==> config.mk <==
export PLATFORM = sky130hd
export DESIGN_NAME = direction_input_ctrl
export DESIGN_NICKNAME = d
export VERILOG_FILES = /design/src/rtl/direction_input_ctrl.sv
export SDC_FILE = /design/constraint.sdc
export NUM_CORES = 1
export LEC_CHECK = 0
export ABC_CLOCK_PERIOD_IN_PS = 2420
export CORE_MARGIN = 2
export CORE_UTILIZATION = 38
export CTS_CLUSTER_DIAMETER = 200
export DETAILED_ROUTE_END_ITERATION = 12
export GPL_ROUTABILITY_DRIVEN = 1
export PLACE_DENSITY_LB_ADDON = 0.15
export SLEW_MARGIN = 20
export SYNTH_ARGS = -nofsm -noshare
export SYNTH_HDL_FRONTEND = slang
export SYNTH_SLANG_ARGS = --single-unit
export TNS_END_PERCENT = 10
==> constraint.sdc <==
create_clock -name clk -period 2.42 [get_ports clk]
set_clock_uncertainty 0.1 [all_clocks]
set_input_delay 0.242 -clock clk [delete_from_list [all_inputs] [get_ports clk]]
set_output_delay 0.242 -clock clk [all_outputs]
set_load 0.02 [all_outputs]
==> src/rtl/direction_input_ctrl.sv <==
`default_nettype none
// +------------------------------------------------------------------------------+
// | direction_input_ctrl : debounced active-low buttons -> one-hot move commands  |
// | Optional AUTO_REPEAT_EN re-issues a held direction.          Revision: 1.0    |
// +------------------------------------------------------------------------------+
module direction_input_ctrl #(
   parameter int DEBOUNCE_CYCLES = 500000,
   parameter int HOLD_CYCLES     = 4,
   parameter int REPEAT_CYCLES   = 25000000
) (
   input  logic       clk,
   input  logic       rst,
   input  logic [3:0] btn_n,
   input  logic       enable,
   output logic [3:0] direction,
   output logic [3:0] btn_stable,
   output logic       busy
);
   localparam int DB_W   = $clog2(DEBOUNCE_CYCLES + 1);
   localparam int HOLD_W = $clog2(HOLD_CYCLES + 1);
   localparam logic [DB_W-1:0]   DB_MAX    = DB_W'(DEBOUNCE_CYCLES);
   localparam logic [HOLD_W-1:0] HOLD_LOAD = HOLD_W'(HOLD_CYCLES);

   typedef enum logic [1:0] {
      WAIT_PRESS   = 2'd0,
      ISSUE        = 2'd1,
      WAIT_RELEASE = 2'd2
   } state_t;

   logic [3:0]        sync1_q, sync1_d, sync2_q, sync2_d;
   logic [3:0]        stable_q, stable_d, stable_prev_q, stable_prev_d;
   logic [DB_W-1:0]   db_cnt_q [4];
   logic [DB_W-1:0]   db_cnt_d [4];
   state_t            state_q, state_d;
   logic [3:0]        dir_q, dir_d, latched_q, latched_d;
   logic [HOLD_W-1:0] hold_q, hold_d;
   logic [3:0]        s, press, first;

`ifdef AUTO_REPEAT_EN
   localparam int REP_W = $clog2(REPEAT_CYCLES + 1);
   localparam logic [REP_W-1:0] REP_LAST = REP_W'(REPEAT_CYCLES - 1);
   logic [REP_W-1:0]  rep_q, rep_d;
`else
   logic unused_repeat_cycles;
   assign unused_repeat_cycles = (REPEAT_CYCLES != 0);
`endif

   assign s     = ~sync2_q;
   assign press = stable_q & ~stable_prev_q;
   // Lowest set bit wins: up > down > left > right.
   assign first = press & (~press + 4'd1);

   always_comb begin
      sync1_d       = btn_n;
      sync2_d       = sync1_q;
      stable_prev_d = stable_q;
      stable_d      = stable_q;
      for (int i = 0; i < 4; i++) begin
         db_cnt_d[i] = '0;
         if (s[i] != stable_q[i]) begin
            if (db_cnt_q[i] == DB_MAX) begin
               stable_d[i] = s[i];
            end else begin
               db_cnt_d[i] = db_cnt_q[i] + DB_W'(1);
            end
         end
      end
   end

   always_comb begin
      state_d   = state_q;
      dir_d     = 4'b0000;
      latched_d = latched_q;
      hold_d    = hold_q;
`ifdef AUTO_REPEAT_EN
      rep_d     = '0;
`endif
      unique case (state_q)
         WAIT_PRESS: begin
            if (enable && (press != 4'b0000)) begin
               latched_d = first;
               dir_d     = first;
               hold_d    = HOLD_LOAD;
               state_d   = ISSUE;
            end
         end
         ISSUE: begin
            if (!enable || (hold_q <= HOLD_W'(1))) begin
               hold_d  = '0;
               state_d = WAIT_RELEASE;
            end else begin
               dir_d  = latched_q;
               hold_d = hold_q - HOLD_W'(1);
            end
         end
         WAIT_RELEASE: begin
            if (stable_q == 4'b0000) begin
               state_d = WAIT_PRESS;
            end
`ifdef AUTO_REPEAT_EN
            else if ((stable_q == latched_q) && enable) begin
               if (rep_q >= REP_LAST) begin
                  dir_d   = latched_q;
                  hold_d  = HOLD_LOAD;
                  state_d = ISSUE;
               end else begin
                  rep_d = rep_q + REP_W'(1);
               end
            end
`endif
         end
         default: state_d = WAIT_PRESS;
      endcase
   end

   always_ff @(posedge clk) begin
      if (rst) begin
         sync1_q       <= 4'b1111;
         sync2_q       <= 4'b1111;
         stable_q      <= 4'b0000;
         stable_prev_q <= 4'b0000;
         for (int i = 0; i < 4; i++) db_cnt_q[i] <= '0;
         state_q       <= WAIT_PRESS;
         dir_q         <= 4'b0000;
         latched_q     <= 4'b0000;
         hold_q        <= '0;
`ifdef AUTO_REPEAT_EN
         rep_q         <= '0;
`endif
      end else begin
         sync1_q       <= sync1_d;
         sync2_q       <= sync2_d;
         stable_q      <= stable_d;
         stable_prev_q <= stable_prev_d;
         for (int i = 0; i < 4; i++) db_cnt_q[i] <= db_cnt_d[i];
         state_q       <= state_d;
         dir_q         <= dir_d;
         latched_q     <= latched_d;
         hold_q        <= hold_d;
`ifdef AUTO_REPEAT_EN
         rep_q         <= rep_d;
`endif
      end
   end

   assign direction  = dir_q;
   assign btn_stable = stable_q;
   assign busy       = (state_q != WAIT_PRESS);

endmodule
`default_nettype wire

After elaboration in Yosys (flattened, before gate mapping)
Memory sizes are Yosys's and may differ from the RTL's.
Cells that the tools add are included.
{ "totals": {"regBits": 29, "mem_bits_rw": 76, "inputBits": 7, "out_inout_bits": 9, "wordCells": 81, "mem_count": 1} }
{ "classes": {"n_addsub": 6, "magnitude_cmp": 1, "n_eq_ne": 13, "muxes": 25, "bitwise_logic": 9, "reduce_logical": 15} }
{ "mem_list": {"columns": ["memory", "words", "word_bits", "read_ports", "rd_clocked_by_memory_dff", "write_ports", "line", "text"], "rows": [
  ["db_cnt_q", 4, 19, 4, 0, 4, "32", "logic [DB_W-1:0] db_cnt_q [4];"]
]} }
{ "ops": {"columns": ["op", "count"], "rows": [
  ["19-bit two-way mux", 12],
  ["19-bit by 1-bit adder with 19-bit output, second input constant", 4],
  ["19-bit == test, second input constant", 4],
  ["4-bit inverter", 3],
  ["2-bit AND reduction", 6],
  ["4-bit bitwise AND", 2],
  ["4-bit two-way mux", 2],
  ["4-bit one-hot mux with 2 select lines", 1],
  ["2-bit two-way mux", 3],
  ["3-bit two-way mux", 2],
  ["2-bit inequality test, second input constant", 3],
  ["2-bit one-hot mux with 3 select lines", 1],
  ["3-bit one-hot mux with 2 select lines", 1],
  ["4-bit by 1-bit adder with 4-bit output, second input constant", 1],
  ["4-bit logical NOT", 1],
  ["1-bit inequality test", 4],
  ["1-bit bitwise OR", 4],
  ["2-bit nonzero test", 2],
  ["4-bit nonzero test", 1],
  ["3-bit by 1-bit less-or-equal comparator with 1-bit output, second input constant", 1],
  ["1-bit two-way mux", 3],
  ["3-bit AND reduction", 1],
  ["3-bit by 1-bit subtractor with 3-bit output, second input constant", 1],
  ["2-bit by 1-bit == test with 1-bit output, second input constant", 1],
  ["other kinds (5)", 5]
]} }

Depth between registers and ports, before layout
Gate-level depths: netlist (run 1).
{ "logic_depth": {"depth_word": 7, "ltp_mapped": 8, "ltp_nobuf": 6} }

Least setup slack after synthesis (run 1)
No wires, ideal clock.
{ "synth_path": {"path_type": "flip-flop to flip-flop", "start": "mem db_cnt_q[3][4] (netlist bit)", "end": "mem db_cnt_q[3][11] (netlist bit)", "setup_time_ns": 0.115, "t_arrival_ns": 1.727, "required_time_ns": 2.205, "path_slack_ns": 0.478, "stages_incl_launch_ff": 7, "path_buffers": 2, "period_less_slack_ns": 1.942, "path_cell_list": "dfxtp_1 -> or4b_1 -> nor4b_1 -> a211o_1 -> buf_4 -> buf_6 -> nor2_1"} }
{ "synth_lines": {"columns": ["item", "line"], "rows": [
  ["from (decl)", "32"]
]} }

==> flow_metrics.tcl, run 1 <==
set metrics [dict create \
    status "finished, final reports clean" \
    share_of_synthesized_area_spent_on_multiplexers 0 \
    finalInstanceArea_um2 5275 \
    power.ir.vdd_worst_v 0.0003195 \
    ctsHtreeMaxLevel 3 \
    critical_path_class "reg2reg" \
    synth_simple_gate_area_share 0.2814 \
    finalMaxSlewViolations 0 \
    wl_um 8600 \
    pin_count 16 \
    drt_first_iter_violations 207 \
    drcViolationCount 0 \
    gp_routability_congestion 0.7832 \
    synth_top_flop_cell "dfxtp_1" \
    final_worst_path_period_need_ns 2.138 \
    die_area_um2 13040 \
    final_nets 560 \
    hold-path-endpoint "sync2_q[1]" \
    fin_setup_tns_ns 0 \
    rr_startpoint "db_cnt_q[0][10]" \
    die_y_um 114.2 \
    instances_no_fill 695 \
    post-synth-top-area-fraction 0.4554 \
    dpl.cell_count 679 \
    grt_first_pass_wirelength_um 15260 \
    fmax_mhz 467.8 \
    cells_after_synthesis 523 \
    area_growth_pct 14.29 \
    global_route.overflow_total 0 \
    grt_setup_unrepaired "false" \
    die_w_um 114.2 \
    post-route-util 0.4429 \
    synth.area.top_cells "dfxtp_1 (46%), xor2_1 (6.1%), nor2_1 (5.4%), xnor2_1 (4.0%), a21oi_1 (3.7%)" \
    cts.reportedPaths.clkPinSlew_ns 0.08 \
    synth_compound_gate_area_share 0.09298 \
    cell_with_the_biggest_individual_delay_on_the_critical_path "or4b_1" \
    grt_start_max_net_pins 21 \
    total_leakage_power_uw 0.001680 \
    critical_path.startpoint_type "flop" \
    synth.yosys.seq_area_share 0.4554 \
    cap_viol_max_count 0 \
    clock_net_sink_count 105 \
    r2r_setup_slack_ns 0.28 \
    whs_ns 0.3084 \
    drive_gt1_frac 0.07664 \
    wl_per_cell_um 12.37 \
    viasPerCell 5.144 \
    numPortBuffers 15 \
    post_cts_resize_count 0 \
    combinational_family_with_the_most_area_after_synthesis "simple AND/OR/NAND/NOR gates" \
    antenna_found_initial 0 \
    cts.repair_timing.setup_buffer_count 0 \
    post-route-period-util 0.8833 \
    post_synth_instance_area_um2 4616 \
    synth.avg_cell_area_um2 8.825 \
    max_slew.worst_pin.slew_ns 0.5669 \
    insertedDiodeCount 0 \
    count_of_cell_types_in_the_netlist 40 \
    ys_seq_elements 105 \
    critPathCaptureType "flop" \
    synth_async_sr_flop_share 0 \
    worst_ep_required_time_ns 2.56 \
    worst_ep_arrival_time_ns 2.28 \
    tritoncts_buffers 9 \
    synth_most_common_cell "dfxtp_1" \
    floorplan.rows 40 \
    yosysTopAreaCell "dfxtp_1" \
    synthXorXnorAreaFrac 0.1006 \
    synth_fa_ha_area_frac 0.02711 \
    post_synth_most_frequent_cells "dfxtp_1 (105), nor2_1 (67), a21oi_1 (34), nand2_1 (33), xor2_1 (32)" \
    hold_start "sync1_q[1]" \
    report.final.setup_viol 0 \
    worst-r2r-cell-count 5 \
    hold-path-cell-count 1 \
    critical_path_peak_fanout 19 \
    starting_density 0.3875 \
    detailedPlacementHpwl_um 5950 \
    synth_warnings 0 \
    post_cts_hold_buffer_count 0 \
    slew_headroom 0.6186 \
    cts.path.max_buffers 2 \
    timing_hold_violations_final 0 \
    number_of_global_route_vias_before_repair 3309 \
    cts_tree "done" \
    core-area_um2 11910 \
    antenna_left 0 \
    detailedRoute.firstPassIterationCount 4 \
    globalRouteTotalUtil 0.1435 \
    placement.cell_area_um2 4957 \
    power.density_cell_area_nw_per_um2 632.9 \
    rr_endpoint "db_cnt_q[0][3]" \
    cp_slowest_stage_delay_ns 0.53 \
    timing.hold.worst.class "reg2reg" \
    worstPathCellList "or4b_1, nor4_1, a211o_1, buf_4, nor2_1" \
    routed-via-count 3575 \
    synth_fp_nets 540 \
    clock_latency_ns 0.35 \
    root_buffer "clkbuf_16" \
    synth_enable_flop_cells 0 \
]
[critical path, delay by kind of cell (launching register included)]
| kind | cells | cell delay (ns) |
|---|---|---|
| AO/OA/AOI/OAI | 1 | 0.21 |
| buffers and inverters | 1 | 0.23 |
| AND/OR/NAND/NOR | 3 | 1.12 |
| flip-flops | 1 | 0.36 |
[cell families (layout without fill, tap and decap cells)]
logic type | count (synthesis) | after routing
and+or+nand+nor | 242 | 242
DFF | 105 | 105
AOI/OAI and AO/OA | 69 | 69
xor gates and xnor gates | 53 | 53
buffers and inverters | 44 | 69
adders and majority gates | 10 | 10
[registers in the layout, indices dropped and copies added, names as in the netlist]
register,flops
direction,4
sync2_q,4
state_q,2
sync1_q,4
hold_q,3
db_cnt_q,76
stable_prev_q,4
latched_q,4
btn_stable,4
[per-layer routing]
layer,vias to the layer above,track usage,part of all wire
met5,-,0,0
li1,1880,-,-
met3,11,0.04606,0.032
met4,0,0.04878,0.015
met1,1653,0.1920,0.51
met2,31,0.2190,0.44
[per-stage QoR]
step	power [uW]	worst slack, ns
6_report	3339	0.2824
5_1_grt	3467	0.04037
4_1_cts	3398	0.2150
3_5_place_dp	1834	0.2354
3_3_place_gp	1833	0.3200
2_1_floorplan	1809	0.4779
[where the power goes]
| part | internal [uW] | leakage [uW] | total (uW) | switching (uW) |
|---|---|---|---|---|
| registers | 1730 | 0.000848 | 1740 | 4.64 |
| clock network | 834 | 0.000156 | 1550 | 713 |
| logic | 25.6 | 0.000677 | 53.0 | 27.4 |
| total | 2590 | 0.00168 | 3340 | 745 |
[layout make-up]
class / count / area, um^2
Fill cell: 1159 / 6636
Multi-Input combinational cell: 374 / 2317
Sequential cell: 105 / 2102
Timing Repair Buffer: 28 / 260.3
Clock buffer: 9 / 225.2
Tap cell: 147 / 183.9
Inverter: 25 / 93.84
Clock inverter: 7 / 92.59
[cells in the final DEF, fill, tap and decap left out, types with 3 or more instances in the layout]
| cell | count |
|---|---|
| xor2_1 | 32 |
| dfxtp_1 | 105 |
| o21ai_0 | 9 |
| clkbuf_16 | 9 |
| a21oi_1 | 34 |
| and4_1 | 7 |
| buf_4 | 12 |
| nor3_1 | 10 |
| nand3_1 | 30 |
| o31ai_1 | 10 |
| a311oi_1 | 7 |
| nor4_1 | 8 |
| and4b_1 | 4 |
| and3_1 | 7 |
| clkdlybuf4s50_1 | 15 |
| or3_1 | 11 |
| ha_1 | 10 |
| a211o_1 | 4 |
| nor2_1 | 67 |
| nor2b_1 | 9 |
| inv_1 | 25 |
| or4b_1 | 3 |
| xnor2_1 | 21 |
| nand4_1 | 17 |
| nor4b_1 | 6 |
| nand2_1 | 33 |
| inv_6 | 4 |
| or2_2 | 10 |
| or4_1 | 13 |
[worst max-delay path by stage]
| stage | start | to | slack [ns] | cells past startpoint |
|---|---|---|---|---|
| finish | db_cnt_q[0][10] | db_cnt_q[0][3] | 0.28 | 5 |
| global route | db_cnt_q[0][10] | db_cnt_q[0][3] | 0.04 | 5 |
| CTS | db_cnt_q[0][10] | db_cnt_q[0][3] | 0.22 | 5 |
| detailed placement | db_cnt_q[0][10] | db_cnt_q[0][10] | 0.24 | 5 |
| global placement | db_cnt_q[3][4] | db_cnt_q[3][17] | 0.32 | 6 |
| floorplan | db_cnt_q[3][4] | db_cnt_q[3][11] | 0.48 | 6 |
Note: power is estimated with default switching activity, not from simulation.
==> inputs of run 2 (changes only) <==
- TNS_END_PERCENT: 10 -> 20
==> results of run 2 <==
Same layout as run 1: the final DEF is identical, and so are final timing and power.
==> inputs of run 3 (changes only) <==
- MAX_ROUTING_LAYER: default -> met4
- PLACE_DENSITY: default -> 0.65
- PLACE_DENSITY_LB_ADDON: 0.15 -> default
==> flow_metrics.tcl, run 3 (synthesis gave the netlist of run 1 again) <==
set metrics [dict create \
    drcViolationCount 0 \
    drive_gt1_frac 0.06630 \
    antenna_found_initial 0 \
    max_slew.worst_pin.slew_ns 0.5611 \
    final_worst_path_period_need_ns 2.147 \
    critical_path_class "reg2reg" \
    ctsHtreeMaxLevel 3 \
    post_cts_hold_buffer_count 0 \
    worst_ep_arrival_time_ns 2.27 \
    floorplan.rows 40 \
    wl_per_cell_um 11.97 \
    post-route-util 0.4352 \
    fin_ws_ns 0.2732 \
    antenna_left 0 \
    post-route-period-util 0.8871 \
    die_area_um2 13040 \
    critical_path.startpoint_type "flop" \
    fmax_mhz 465.8 \
    detailedRoute.firstPassIterationCount 4 \
    power.density_cell_area_nw_per_um2 594.8 \
    instances_no_fill 690 \
    numPortBuffers 15 \
    globalRouteTotalUtil 0.1391 \
    post_cts_resize_count 0 \
    critPathTopFamily "simple AND/OR/NAND/NOR gates" \
    worstPathCellList "or4b_1, nor4b_1, buf_4, a211o_1, buf_4, nor2_1" \
    final_nets 557 \
    cap_viol_max_count 0 \
    wl_um 8259 \
    power.total_uw 3083 \
    cts_tree "done" \
    grt_start_max_net_pins 24 \
    pin_count 16 \
    fill_cells 1183 \
    area_growth_pct 12.31 \
    global_route.overflow_total 0 \
    report.final.setup_viol 0 \
    die_y_um 114.2 \
    multi_input_comb_area_um2 2317 \
    tritoncts_buffers 9 \
    drt_first_iter_violations 174 \
    gp_routability_congestion 0.8180 \
    layout.cells.most_common "dfxtp_1" \
    flip_flop_count_of_the_largest_register_all_copies_and_words_added 76 \
    routed-via-count 3600 \
    clock_latency_ns 0.33 \
    hold-path-endpoint "sync2_q[2]" \
    worst_ep_required_time_ns 2.54 \
    register_containing_the_most_flip_flops_in_the_final_layout "db_cnt_q" \
    rr_startpoint "db_cnt_q[3][4]" \
    place_ws_ns 0.2555 \
    root_buffer "clkbuf_16" \
    number_of_global_route_vias_before_repair 3422 \
    cts.repair_timing.setup_buffer_count 0 \
    register_area_um2 2102 \
    hold-path-cell-count 1 \
    worst-r2r-cell-count 6 \
    critical_path_depth 6 \
    hold_start "sync1_q[2]" \
    grt_setup_unrepaired "false" \
    critical_path_peak_fanout 19 \
    rr_endpoint "db_cnt_q[3][2]" \
    cell_with_the_biggest_individual_delay_on_the_critical_path "or4b_1" \
    cts.path.max_buffers 2 \
    timing_hold_violations_final 0 \
    mostFrequentLayoutCells "dfxtp_1 (105), nor2_1 (67), a21oi_1 (34)" \
    critical_path.most_common_cell "buf_4" \
    status "finished, final reports clean" \
    detailedPlacementHpwl_um 5918 \
    grt_first_pass_wirelength_um 14570 \
    power.ir.vdd_worst_v 0.0003307 \
    critPathCaptureType "flop" \
    fin_setup_tns_ns 0 \
    finalMaxSlewViolations 0 \
    cts.reportedPaths.clkPinSlew_ns 0.06 \
    timing.hold.worst.class "reg2reg" \
    cp_slowest_stage_delay_ns 0.51 \
    viasPerCell 5.217 \
    r2r_setup_slack_ns 0.27 \
    die_w_um 114.2 \
    clock_net_sink_count 105 \
    cp.buffers_inverters 2 \
    insertedDiodeCount 0 \
    starting_density 0.3875 \
    core-area_um2 11910 \
    dpl.cell_count 676 \
    total_leakage_power_uw 0.001635 \
    slew_headroom 0.6225 \
]
-- run 3: worst max-delay path by stage --
stage | start | end | slack, ns
2_1_floorplan | db_cnt_q[3][4] | db_cnt_q[3][11] | 0.48
3_3_place_gp | db_cnt_q[3][6] | db_cnt_q[3][3] | 0.27
3_5_place_dp | db_cnt_q[3][4] | db_cnt_q[3][2] | 0.26
4_1_cts | db_cnt_q[3][5] | db_cnt_q[3][2] | 0.24
5_1_grt | db_cnt_q[3][4] | db_cnt_q[3][2] | 0.18
6_report | db_cnt_q[3][4] | db_cnt_q[3][2] | 0.27
-- run 3: through the flow --
| step | hold slack, ns | instance area, um^2 |
|---|---|---|
| floorplan | 0.2458 | 4616 |
| global placement | 0.2933 | 4922 |
| detailed placement | 0.3001 | 4922 |
| CTS | 0.3160 | 5184 |
| global route | 0.3438 | 5184 |
| finish | 0.3112 | 5184 |
-- run 3: routing by layer --
metal / global-route usage / routed length [um]
met1: 0.1679 / 4180
met2: 0.2294 / 3768
met3: 0.02753 / 170
met4: 0.05447 / 139
met5: - / 0
-- run 3: area by class of cell --
class | count | area share
Multi-Input combinational cell | 374 | 0.4470
Sequential cell | 105 | 0.4055
Clock buffer | 11 | 0.04683
Timing Repair Buffer | 25 | 0.04345
Tap cell | 147 | 0.03548
Inverter | 25 | 0.01810
Clock inverter | 3 | 0.003621
-- run 3: where the power goes --
group,switching [uW],internal (uW),leakage (uW),total (uW)
clock,580,712,0.000131,1290
sequential,4.78,1740,0.000848,1740
combinational,26.6,23.5,0.000656,50.2
==> RTL edit: new RTL, config.mk and constraints of run 1 <==
Add an input register stage for `btn_n`, without a reset; this delays it by one clock. The other inputs are not delayed to match.
--- a/src/rtl/direction_input_ctrl.sv
+++ b/src/rtl/direction_input_ctrl.sv
@@ -29,2 +29,8 @@
 
+   logic [3:0] btn_n_q;
+
+   always_ff @(posedge clk) begin
+      btn_n_q <= btn_n;
+   end
+
    logic [3:0]        sync1_q, sync1_d, sync2_q, sync2_d;
@@ -53,3 +59,3 @@
    always_comb begin
-      sync1_d       = btn_n;
+      sync1_d       = btn_n_q;
       sync2_d       = sync1_q;
Formal check against the unedited RTL: no difference found for any inputs over 10 cycles, from zero or initial values and one cycle with rst high; that may be too few to reach the edited logic, so the function may still have changed.
==> RTL edit against run 1 <==
Wire length increased by 4.4%; power up 3.8%; combinational power up 2%; synthesized area is 3.6% higher; design area rose by 4.2%; sequential cell count is 4 higher; setup slack better by 200 ps; die area grew 3.4%.
==> RTL edit: results (changes against run 1) <==
[worst_hold_path]
hp-class=primary input to register  ; was register to register

[layout]
stdcell_count=736  ; was 695
drive_gt1_share_pct=8.451  ; was 7.664%
nets=580  ; was 560

[placement]
dpl-instance-area_sq_um=5159  ; was 4957 sq um
gp_congestion=0.8109  ; was 0.7832
placed_cells=720  ; was 679
dp_hpwl_um=6374  ; was 5950 um
dpl_worst_slack_ps=448.8  ; was 235.4 ps

[grt]
gr-usage-met3_pct=5.189  ; was 4.606%
grt_pass1_wl_um=15640  ; was 15260 um
grt_max_degree=20  ; was 21
grt_pass1_vias=3377  ; was 3309
grt_util_met2_pct=23.16  ; was 21.90%
grt_use_met1_pct=18.55  ; was 19.20%

[pwr]
p_int_w=0.002795  ; was 0.002594 W
power_leakage_nw=1.690  ; was 1.680 nW
ir_drop_v=0.0002734  ; was 0.0003195 V
p_seq_w=0.00181  ; was 0.00174 W
comb-power_w=0.0000542  ; was 0.0000530 W

[worst_setup_path]
worstPathArrival_ps=2120  ; was 2280 ps

[outcome]
status=finished, final reports clean  ; unchanged

[detailed_routing]
first_iter_violations=161  ; was 207
viasPerCell=4.980  ; was 5.144

[yosys]
yosysSeqAreaShare_pct=45.65  ; was 45.54%
syn-mean-instance-area_sq_um=8.868  ; was 8.825 sq um
synth.top_cells.by_area=dfxtp_1 (46%), nor2_1 (6.5%), xnor2_1 (5.9%)  ; was dfxtp_1 (46%), xor2_1 (6.1%), nor2_1 (5.4%)
synth_commonest_cells=dfxtp_1 (109), nor2_1 (83), nand2_1 (32), xnor2_1 (32), nand3_1 (31)  ; was dfxtp_1 (105), nor2_1 (67), a21oi_1 (34), nand2_1 (33), xor2_1 (32)
synthDistinctLibCells=49  ; was 40

[cts]
cts-buffers-inserted=9  ; unchanged

[sta]
worst_slew_pin_slew_ps=589.8  ; was 566.9 ps

==> RTL edit: layer usage <==
layer  up-vias  wire, um
li1       1936         -
met1      1699      4525
met2        28      4113
met3         2       297
met4         0        42
met5         -         0
==> RTL edit: critical path: stages (launching register included) <==
cell     delay, ps
dfxtp_1        390
ha_1           260
nand3_1        200
or2_0          350
or4_1          430
a21oi_1        150
==> RTL edit: cells by family (layout without fill, tap and decap cells) <==
| group | Yosys count | count (layout) | share of synthesized area [%] |
|---|---|---|---|
| flops | 109 | 109 | 45.65 |
| xor+xnor | 58 | 58 | 10.63 |
| fa+ha+maj | 10 | 10 | 2.618 |
| compound gates | 52 | 52 | 7.251 |
| simple gates | 271 | 271 | 30.03 |
| buf+inv | 35 | 64 | 2.906 |
| mux | 4 | 4 | 0.9162 |
==> RTL edit: area by class of cell <==
cell class                 instances  area (sq um)  share of cell area [%]
clock buffer                      13         260.3                   4.737
clock inverter                     3         67.56                   1.230
inverter                          24         90.09                   1.640
multi-input combinational        395          2466                   44.89
sequential                       109          2182                   39.72
tap                              168         210.2                   3.826
timing repair buffer              24         217.7                   3.963
==> RTL edit: worst paths after layout <==
| kind | to | slack, ps | depth (start not counted) | start |
|---|---|---|---|---|
| hold reg to reg | sync2_q[3]$_SDFF_PP1_ | 310 | 1 | sync1_q[3]$_SDFF_PP1_ |
| hold / removal | btn_n_q[3]$_DFF_P_ | 240 | 1 | btn_n[3] |
| setup / recovery | db_cnt_q[1][18]$_SDFF_PP0_ | 480 | 5 | db_cnt_q[1][0]$_SDFF_PP0_ |
| setup reg to reg | db_cnt_q[1][18]$_SDFF_PP0_ | 480 | 5 | db_cnt_q[1][0]$_SDFF_PP0_ |
